[src/rtl/calc_pkg.sv]
`default_nettype none
// +----------------------------------------------------------------------+
// | calc_pkg                                                             |
// | Shared types and constants for the calculator requester.             |
// | Rev 1.0                                                              |
// +----------------------------------------------------------------------+
package calc_pkg;

  localparam int DEF_WIDTH = 8;

  localparam logic [1:0] FCT_ADD = 2'b00;
  localparam logic [1:0] FCT_SUB = 2'b01;
  localparam logic [1:0] FCT_MUL = 2'b10;
  localparam logic [1:0] FCT_DIV = 2'b11;

  typedef enum logic [1:0] {
    ST_IDLE  = 2'd0,
    ST_START = 2'd1,
    ST_WAIT  = 2'd2,
    ST_RESP  = 2'd3
  } req_state_t;

endpackage
`default_nettype wire

[src/rtl/dff_nbits.sv]
`default_nettype none
// +----------------------------------------------------------------------+
// | dff_nbits                                                            |
// | N-bit enabled register with asynchronous active-high clear.          |
// | Rev 1.0                                                              |
// +----------------------------------------------------------------------+
module dff_nbits #(
  parameter int N = 1
) (
  input  logic         clk,
  input  logic         rst,
  input  logic         i_en,
  input  logic [N-1:0] i_d,
  output logic [N-1:0] o_q
);

  always_ff @(posedge clk or posedge rst) begin
    if (rst) begin
      o_q <= '0;
    end else if (i_en) begin
      o_q <= i_d;
    end
  end

endmodule
`default_nettype wire

[src/rtl/req_timeout_cnt.sv]
`default_nettype none
// +----------------------------------------------------------------------+
// | req_timeout_cnt                                                      |
// | Load/enable down-counter; o_expired is high while the count is zero. |
// | Rev 1.0                                                              |
// +----------------------------------------------------------------------+
module req_timeout_cnt #(
  parameter int LOAD_VALUE = 63,
  parameter int CNT_W      = 6
) (
  input  logic clk,
  input  logic rst,
  input  logic i_load,
  input  logic i_en,
  output logic o_expired
);

  logic [CNT_W-1:0] r_count;

  always_ff @(posedge clk or posedge rst) begin
    if (rst) begin
      r_count <= '0;
    end else if (i_load) begin
      r_count <= CNT_W'(LOAD_VALUE);
    end else if (i_en && (r_count != '0)) begin
      r_count <= r_count - CNT_W'(1);
    end
  end

  assign o_expired = (r_count == '0);

endmodule
`default_nettype wire

[src/rtl/calc_requester.sv]
`default_nettype none
// +----------------------------------------------------------------------+
// | calc_requester                                                       |
// | Command/response front end that starts the calculator and captures   |
// | its result. Optional WAIT timeout: define CALC_REQ_TIMEOUT_EN.       |
// | Rev 1.0                                                              |
// +----------------------------------------------------------------------+
module calc_requester
  import calc_pkg::*;
#(
  parameter int width          = DEF_WIDTH,
  parameter int TIMEOUT_CYCLES = 64
) (
  input  logic                 clock_i,
  input  logic                 reset_i,
  input  logic                 cmd_valid_i,
  output logic                 cmd_ready_o,
  input  logic [width-1:0]     cmd_a_i,
  input  logic [width-1:0]     cmd_b_i,
  input  logic [1:0]           cmd_fct_i,
  output logic                 calc_start_o,
  output logic [width-1:0]     calc_a_o,
  output logic [width-1:0]     calc_b_o,
  output logic [1:0]           calc_fct_o,
  input  logic [2*width-1:0]   calc_res_i,
  input  logic [2*width-1:0]   calc_rem_i,
  input  logic                 calc_done_i,
  output logic                 rsp_valid_o,
  input  logic                 rsp_ready_i,
  output logic [2*width-1:0]   rsp_res_o,
  output logic [2*width-1:0]   rsp_rem_o,
  output logic [1:0]           rsp_fct_o,
  output logic                 rsp_err_o,
  output logic                 busy_o
);

  req_state_t r_state;
  logic       r_start;
  logic       r_armed;
  logic       r_rsp_valid;
  logic       r_rsp_err;
  logic [1:0] r_rsp_fct;

  logic                   w_accept;
  logic                   w_div0;
  logic                   w_complete;
  logic                   w_expired;
  logic                   w_abort;
  logic                   w_rsp_load;
  logic [2*width+1:0]     w_op_q;
  logic [4*width-1:0]     w_rsp_d;
  logic [4*width-1:0]     w_rsp_q;

  assign w_accept   = (r_state == ST_IDLE) && cmd_valid_i;
  assign w_div0     = (cmd_fct_i == FCT_DIV) && (cmd_b_i == '0);
  // armed guarantees a done level left over from the previous op is ignored
  assign w_complete = (r_state == ST_WAIT) && r_armed && calc_done_i;
  assign w_abort    = (r_state == ST_WAIT) && !w_complete && w_expired;
  assign w_rsp_load = w_complete || w_abort || (w_accept && w_div0);
  assign w_rsp_d    = w_complete ? {calc_res_i, calc_rem_i} : '0;

  dff_nbits #(.N(2*width+2)) u_op_reg (
    .clk  (clock_i),
    .rst  (reset_i),
    .i_en (w_accept),
    .i_d  ({cmd_fct_i, cmd_a_i, cmd_b_i}),
    .o_q  (w_op_q)
  );

  dff_nbits #(.N(4*width)) u_rsp_reg (
    .clk  (clock_i),
    .rst  (reset_i),
    .i_en (w_rsp_load),
    .i_d  (w_rsp_d),
    .o_q  (w_rsp_q)
  );

`ifdef CALC_REQ_TIMEOUT_EN
  localparam int TMO_W = (TIMEOUT_CYCLES > 1) ? $clog2(TIMEOUT_CYCLES) : 1;

  // Loaded with N-1 in START so it reads zero during the N-th WAIT cycle
  req_timeout_cnt #(.LOAD_VALUE(TIMEOUT_CYCLES - 1), .CNT_W(TMO_W)) u_timeout (
    .clk       (clock_i),
    .rst       (reset_i),
    .i_load    (r_state == ST_START),
    .i_en      (r_state == ST_WAIT),
    .o_expired (w_expired)
  );
`else
  assign w_expired = 1'b0;
`endif

  always_ff @(posedge clock_i or posedge reset_i) begin
    if (reset_i) begin
      r_state     <= ST_IDLE;
      r_start     <= 1'b0;
      r_armed     <= 1'b0;
      r_rsp_valid <= 1'b0;
      r_rsp_err   <= 1'b0;
      r_rsp_fct   <= '0;
    end else begin
      case (r_state)
        ST_IDLE: begin
          if (cmd_valid_i) begin
            if (w_div0) begin
              r_state     <= ST_RESP;
              r_rsp_valid <= 1'b1;
              r_rsp_err   <= 1'b1;
              r_rsp_fct   <= cmd_fct_i;
            end else begin
              r_state <= ST_START;
              r_start <= 1'b1;
            end
          end
        end
        ST_START: begin
          r_start <= 1'b0;
          r_armed <= 1'b0;
          r_state <= ST_WAIT;
        end
        ST_WAIT: begin
          if (!calc_done_i) begin
            r_armed <= 1'b1;
          end
          if (w_complete || w_abort) begin
            r_state     <= ST_RESP;
            r_rsp_valid <= 1'b1;
            r_rsp_err   <= w_abort;
            r_rsp_fct   <= calc_fct_o;
          end
        end
        ST_RESP: begin
          if (rsp_ready_i) begin
            r_rsp_valid <= 1'b0;
            r_state     <= ST_IDLE;
          end
        end
        default: r_state <= ST_IDLE;
      endcase
    end
  end

  assign {calc_fct_o, calc_a_o, calc_b_o} = w_op_q;
  assign {rsp_res_o, rsp_rem_o}           = w_rsp_q;

  assign cmd_ready_o  = (r_state == ST_IDLE);
  assign busy_o       = (r_state != ST_IDLE);
  assign calc_start_o = r_start;
  assign rsp_valid_o  = r_rsp_valid;
  assign rsp_err_o    = r_rsp_err;
  assign rsp_fct_o    = r_rsp_fct;

endmodule
`default_nettype wire

[config.mk]
export PLATFORM = sky130hd
export DESIGN_NAME = calc_requester
export DESIGN_NICKNAME = d
export VERILOG_FILES = /design/src/rtl/calc_pkg.sv /design/src/rtl/dff_nbits.sv /design/src/rtl/req_timeout_cnt.sv /design/src/rtl/calc_requester.sv
export SDC_FILE = /design/constraint.sdc
export NUM_CORES = 1
export LEC_CHECK = 0
export BUFFER_PORTS_ARGS = -buffer_cell sky130_fd_sc_hd__buf_2
export CORE_MARGIN = 4
export CORE_UTILIZATION = 46
export CTS_CLUSTER_DIAMETER = 80
export DETAILED_ROUTE_END_ITERATION = 8
export PLACE_DENSITY = 0.8
export SKIP_CTS_REPAIR_TIMING = 1
export SLEW_MARGIN = 20
export SYNTH_ARGS = -nofsm -noshare
export SYNTH_HDL_FRONTEND = slang
export SYNTH_SLANG_ARGS = --single-unit
[constraint.sdc]
create_clock -name clock_i -period 2.6 [get_ports clock_i]
set_input_delay 0.13 -clock clock_i [delete_from_list [all_inputs] [get_ports clock_i]]
set_output_delay 0.13 -clock clock_i [all_outputs]
set_load 0.05 [all_outputs]
[Word level (Yosys, flattened, before mapping)]
Cells that the tools add are included.
Storage, ports and cells
  bits of input ports: 55
  output and inout port bits: 57
  bits in registers: 58
  word-level logic and storage cells: 58
Operators by class
  reduce and logical (&&, ||, !) cells: 18
  equality and inequality tests: 10
  muxes and demuxes: 22
Operator list (number)
  32-bit 2-to-1 mux: 1
  2-bit 2-to-1 mux: 7
  2-bit != test (second input constant): 5
  8-bit zero test: 1
  1-bit 2-to-1 mux: 8
  2-bit one-hot mux with 4 select lines: 1
  2-bit nonzero test: 4
  2-bit == test (second input constant): 3
  1-bit one-hot mux with 2 select lines: 3
  3-bit AND reduction: 2
  1-bit logical AND: 5
  5-bit AND reduction: 1
  2-bit one-hot mux with 2 select lines: 1
  4-bit AND reduction: 1
  1-bit one-hot mux with 3 select lines: 1
  3-bit nonzero test: 1
  2-bit by 1-bit == test with 1-bit output (second input constant): 1
  2-bit zero test: 1
  2-bit by 1-bit != test with 1-bit output (second input constant): 1
  2-bit AND reduction: 1
  1-bit logical OR: 1

[Logic depth before layout (Yosys ltp)]
  depth after elaboration: 5
  mapped depth: 8
  gate-level depth less buffers: 6

[Hierarchy]
From an unflattened synthesis, not the netlist that was laid out.
Second synthesis, totals
  cells, all modules: 199
  area total of the unflattened synthesis: 2874.0 µm²
Modules (own cells, without submodules)
  dff_nbits at u_rsp_reg: seq. area each 800.8 µm², area each 1348.8 µm², instances 1, cells an instance 69
  calc_requester: seq. area each 200.2 µm², area each 799.5 µm², instances 1, cells an instance 91
  dff_nbits at u_op_reg: seq. area each 450.4 µm², area each 725.7 µm², instances 1, cells an instance 39

[Worst setup path after synthesis]
OpenSTA, ideal clock, no wires.
  path kind: register to register
  from: reg r_state[0]
  to: reg r_rsp_fct[0], in the netlist rsp_fct_o[0]
  library setup time: 0.128 ns
  required time: 2.472 ns
  period minus slack after synthesis: 2.154 ns
  stages on the path, launching flop included: 7
  buffers on the path: 0
  arrival: 2.027 ns
  slack: 0.446 ns
  cell sequence: dfrtp_1 -> inv_1 -> ha_1 -> inv_1 -> nand2_1 -> a21oi_1 -> mux2_1
On the way
  elaborated cells on any way between the ends: 10
  classes of those cells: eq/ne: 4; mux: 1; reduce/logical: 5
RTL lines
  start, declared: RTL line calc_requester.sv:37  | req_state_t r_state;
  start signal, assigned: RTL line calc_requester.sv:95  | r_state <= ST_IDLE;
  start signal, assigned: RTL line calc_requester.sv:106  | r_state <= ST_RESP;
  start signal, assigned: RTL line calc_requester.sv:111  | r_state <= ST_START;
  2-bit zero test (*)
  via cmd_ready_o: RTL line calc_requester.sv:17  | output logic cmd_ready_o,
  2-bit by 1-bit != test with 1-bit output (no source line), or another cell as far along
  4-bit AND reduction (no source line)
  end signal, assigned: RTL line calc_requester.sv:109  | r_rsp_fct <= cmd_fct_i;
  end signal, assigned: RTL line calc_requester.sv:129  | r_rsp_fct <= calc_fct_o;
  end, declared: RTL line calc_requester.sv:42  | logic [1:0] r_rsp_fct;
Mark *: on every way through the listed nets, which the timed path passes. The rest lies on a longest branch.
A chain may end at the register's enable or synchronous reset.

[Final worst setup path]
  from: reg r_state[0]
  to: reg r_rsp_fct[0], in the netlist rsp_fct_o[0]
On the way
  longest elaborated chain between the ends: 5
  elaborated cells on any way between the ends: 10
  classes of those cells: eq/ne: 4; mux: 1; reduce/logical: 5
Ends and longest elaborated chain
  2-bit == test: RTL line calc_requester.sv:57, calc_requester.sv:102
  1-bit logical AND (2 in a row): RTL line calc_requester.sv:57  | assign w_complete = (r_state == ST_WAIT) && r_armed && calc_done_i;
  2-bit != test (no source line)
  4-bit AND reduction (no source line)
Several ways; a longest one is shown, not always the timed one.

==> metrics.txt <==
vias in the first global route 1933; DR top layer met4; flops & latches, synth 58; RSZ-0062 raised after global routing no; Fillers 438; Starting Density 0.4724; Top delay family on crit path flip-flops; All-Layer GR Usage 0.1845; root cell of the clock tree clkbuf_8; Setup Skew 0.006613 ns; Tcrit/Tclk final 0.7371; largest net degree at the start of global routing 33; Total Wirelength 5395 um; WS Path Type reg -> reg; WP buf/inv 1; Routed WL per cell 14.99 um; area delta synth->final 32.99%; diodes inserted 0; Critical Path Fanout Max 8; final slew viol count 0; Placer Congestion 0.7705; clk sinks 58; max incr delay on CP 0.40 ns; Avg Cell Area, Syn 14.27 um^2; fraction of layout cells with a size suffix above 1 0.5310; Design Area, Final 3188 um^2; number of remaining DRC errors 0; largest area contributor in the netlist dfrtp_1; Starting DRT DRC Count 63; first-pass GRT wire length 9059 um; Metal-1 WL 2250 um; Area after DPL 2999 um^2; fin util 0.6282; CTS tree yes; area share of the largest cell type after synthesis 0.6054; DR WL met2 2732 um; outcome completed; setup TNS 0 ns; clk slew on worst S/H paths 0.06 ns; slew of the pin with the lowest slew margin 0.5843 ns; row cnt 26; post-synth cell types 29; Synth Cell Area 2397 um^2; FMAX 521.8 MHz; DRT Pass-1 Iters 4; Syn. warnings 0; Avg Vias per Cell 5.014; initial antenna violation count 0; Critical Path Slowest Stage Cell dfrtp_1; cts bufs inserted 9; CP Data Arrival Time 2.12 ns; die width 80.19 um; total die area 6430 um^2; IO Pins 112; CP Data Required Time 2.80 ns; clk buf depth 2; max_cap viols 0; total number of vias 1805; element type at the critical path end flop; Detail Route Antenna Nets 0; Rel. slew slack 0.6099; CP cell instances inv_1 > ha_1 > nand2_1 > nand4b_1 > a21oi_1 > mux2_1; Nets 345; synthesized net count 228; latest clock arrival within the worst-skew pair 0.32 ns; total core area 5075 um^2; sequential element share of the synthesized area 0.6054; Final min period 1.916 ns; Post-Syn Instances 168; met3 WL 298 um; count of final hold-check violations 0; H-Tree Depth 3; Synth area leaders dfrtp_1 (61%), a22o_1 (12%), mux2_2 (9.9%), ha_1 (2.6%), buf_6 (1.9%); Final setup viols 0; CP Launch Type flop; I/O Buffers 111; final HPWL from detailed placement 4019 um; gr ovfl total 0; die height 80.19 um; Hold Path Class in -> reg
## routing by layer
layer,up-vias,track usage
met4,0,0.09628
met5,-,0
met2,58,0.3005
met3,10,0.03924
met1,886,0.2297
li1,851,-
## cells by family after synthesis
kind of cell,synth area share
fa+ha+maj,0.02610
simple gates,0.06054
compound gates,0.1534
mux,0.1122
buf+inv,0.04227
flops,0.6054
## cell type report
cell class,count,area [um^2],share of cell area
Clock buffer,13,138.9,0.04356
Timing Repair Buffer,116,595.6,0.1868
Multi-Input combinational cell,92,844.6,0.2649
Sequential cell,58,1451,0.4553
Tap cell,70,87.58,0.02747
Inverter,8,30.03,0.009419
Clock inverter,3,40.04,0.01256
## path summary, 6_finish.rpt
check                                         startpoint                            end  slack, ns  cells after the start
worst max-delay path              r_state[0]$_DFFE_PP0P_       rsp_fct_o[0]$_DFFE_PP0P_       0.68                      6
worst max register to register    r_state[0]$_DFFE_PP0P_       rsp_fct_o[0]$_DFFE_PP0P_       0.68                      6
min in group asynchronous                        reset_i    u_op_reg.o_q[8]$_DFFE_PP0N_       0.42                      3
worst min-delay path                         calc_done_i            r_armed$_DFFE_PP0P_       0.02                      2
max in group asynchronous                        reset_i  u_rsp_reg.o_q[31]$_DFFE_PP0P_       1.39                      4
worst min register to register  rsp_fct_o[1]$_DFFE_PP0P_       rsp_fct_o[1]$_DFFE_PP0P_       0.49                      1
## cell usage after synthesis
master,instances
and3_1,1
mux2_1,2
nor3_1,1
o211ai_1,1
o21a_4,1
ha_1,5
o21ai_0,4
nand3_1,1
a22o_1,32
nor2_1,1
or4_1,1
nand4_1,1
dfrtp_1,58
buf_2,3
nor4b_4,1
nor4_4,1
clkbuf_1,3
a21oi_1,4
a21boi_1,1
nand2_1,4
buf_6,4
mux2_2,21
nand3_4,1
a21oi_2,1
inv_1,8
nand4b_1,1
nor2b_1,4
mux2i_1,1
o221ai_1,1
## per-stage QoR
step / setup WS, ns / std cells / hold slack [ns]
after global placement: 0.7633 / 343 / 0.2322
after CTS: 0.6548 / 359 / -0.1233
after floorplan: 0.4458 / 168 / 0.2157
after detailed placement: 0.6577 / 343 / 0.2355
final: 0.6835 / 360 / 0.02405
after global routing: 0.5014 / 360 / 0.01316
## sequential cells by signal, summed over array words and instances, names as in the netlist
register / count
calc_start_o: 1
r_armed: 1
r_state: 2
rsp_err_o: 1
rsp_fct_o: 2
rsp_valid_o: 1
u_op_reg.o_q: 18
u_rsp_reg.o_q: 32
## cell usage in the layout, fill, tap and decap left out, types with 2 or more instances in the layout
| cell type | count |
|---|---|
| a21oi_1 | 4 |
| a22o_1 | 32 |
| buf_2 | 111 |
| buf_4 | 4 |
| clkbuf_1 | 4 |
| clkbuf_8 | 9 |
| clkinv_2 | 2 |
| dfrtp_1 | 58 |
| ha_1 | 5 |
| inv_1 | 7 |
| mux2_1 | 2 |
| mux2_2 | 21 |
| nand2_1 | 4 |
| nor2b_1 | 4 |
| o21ai_0 | 4 |
Power is not shown: default switching activity piles up to over one toggle a cycle in this logic, so the estimate is an artifact.
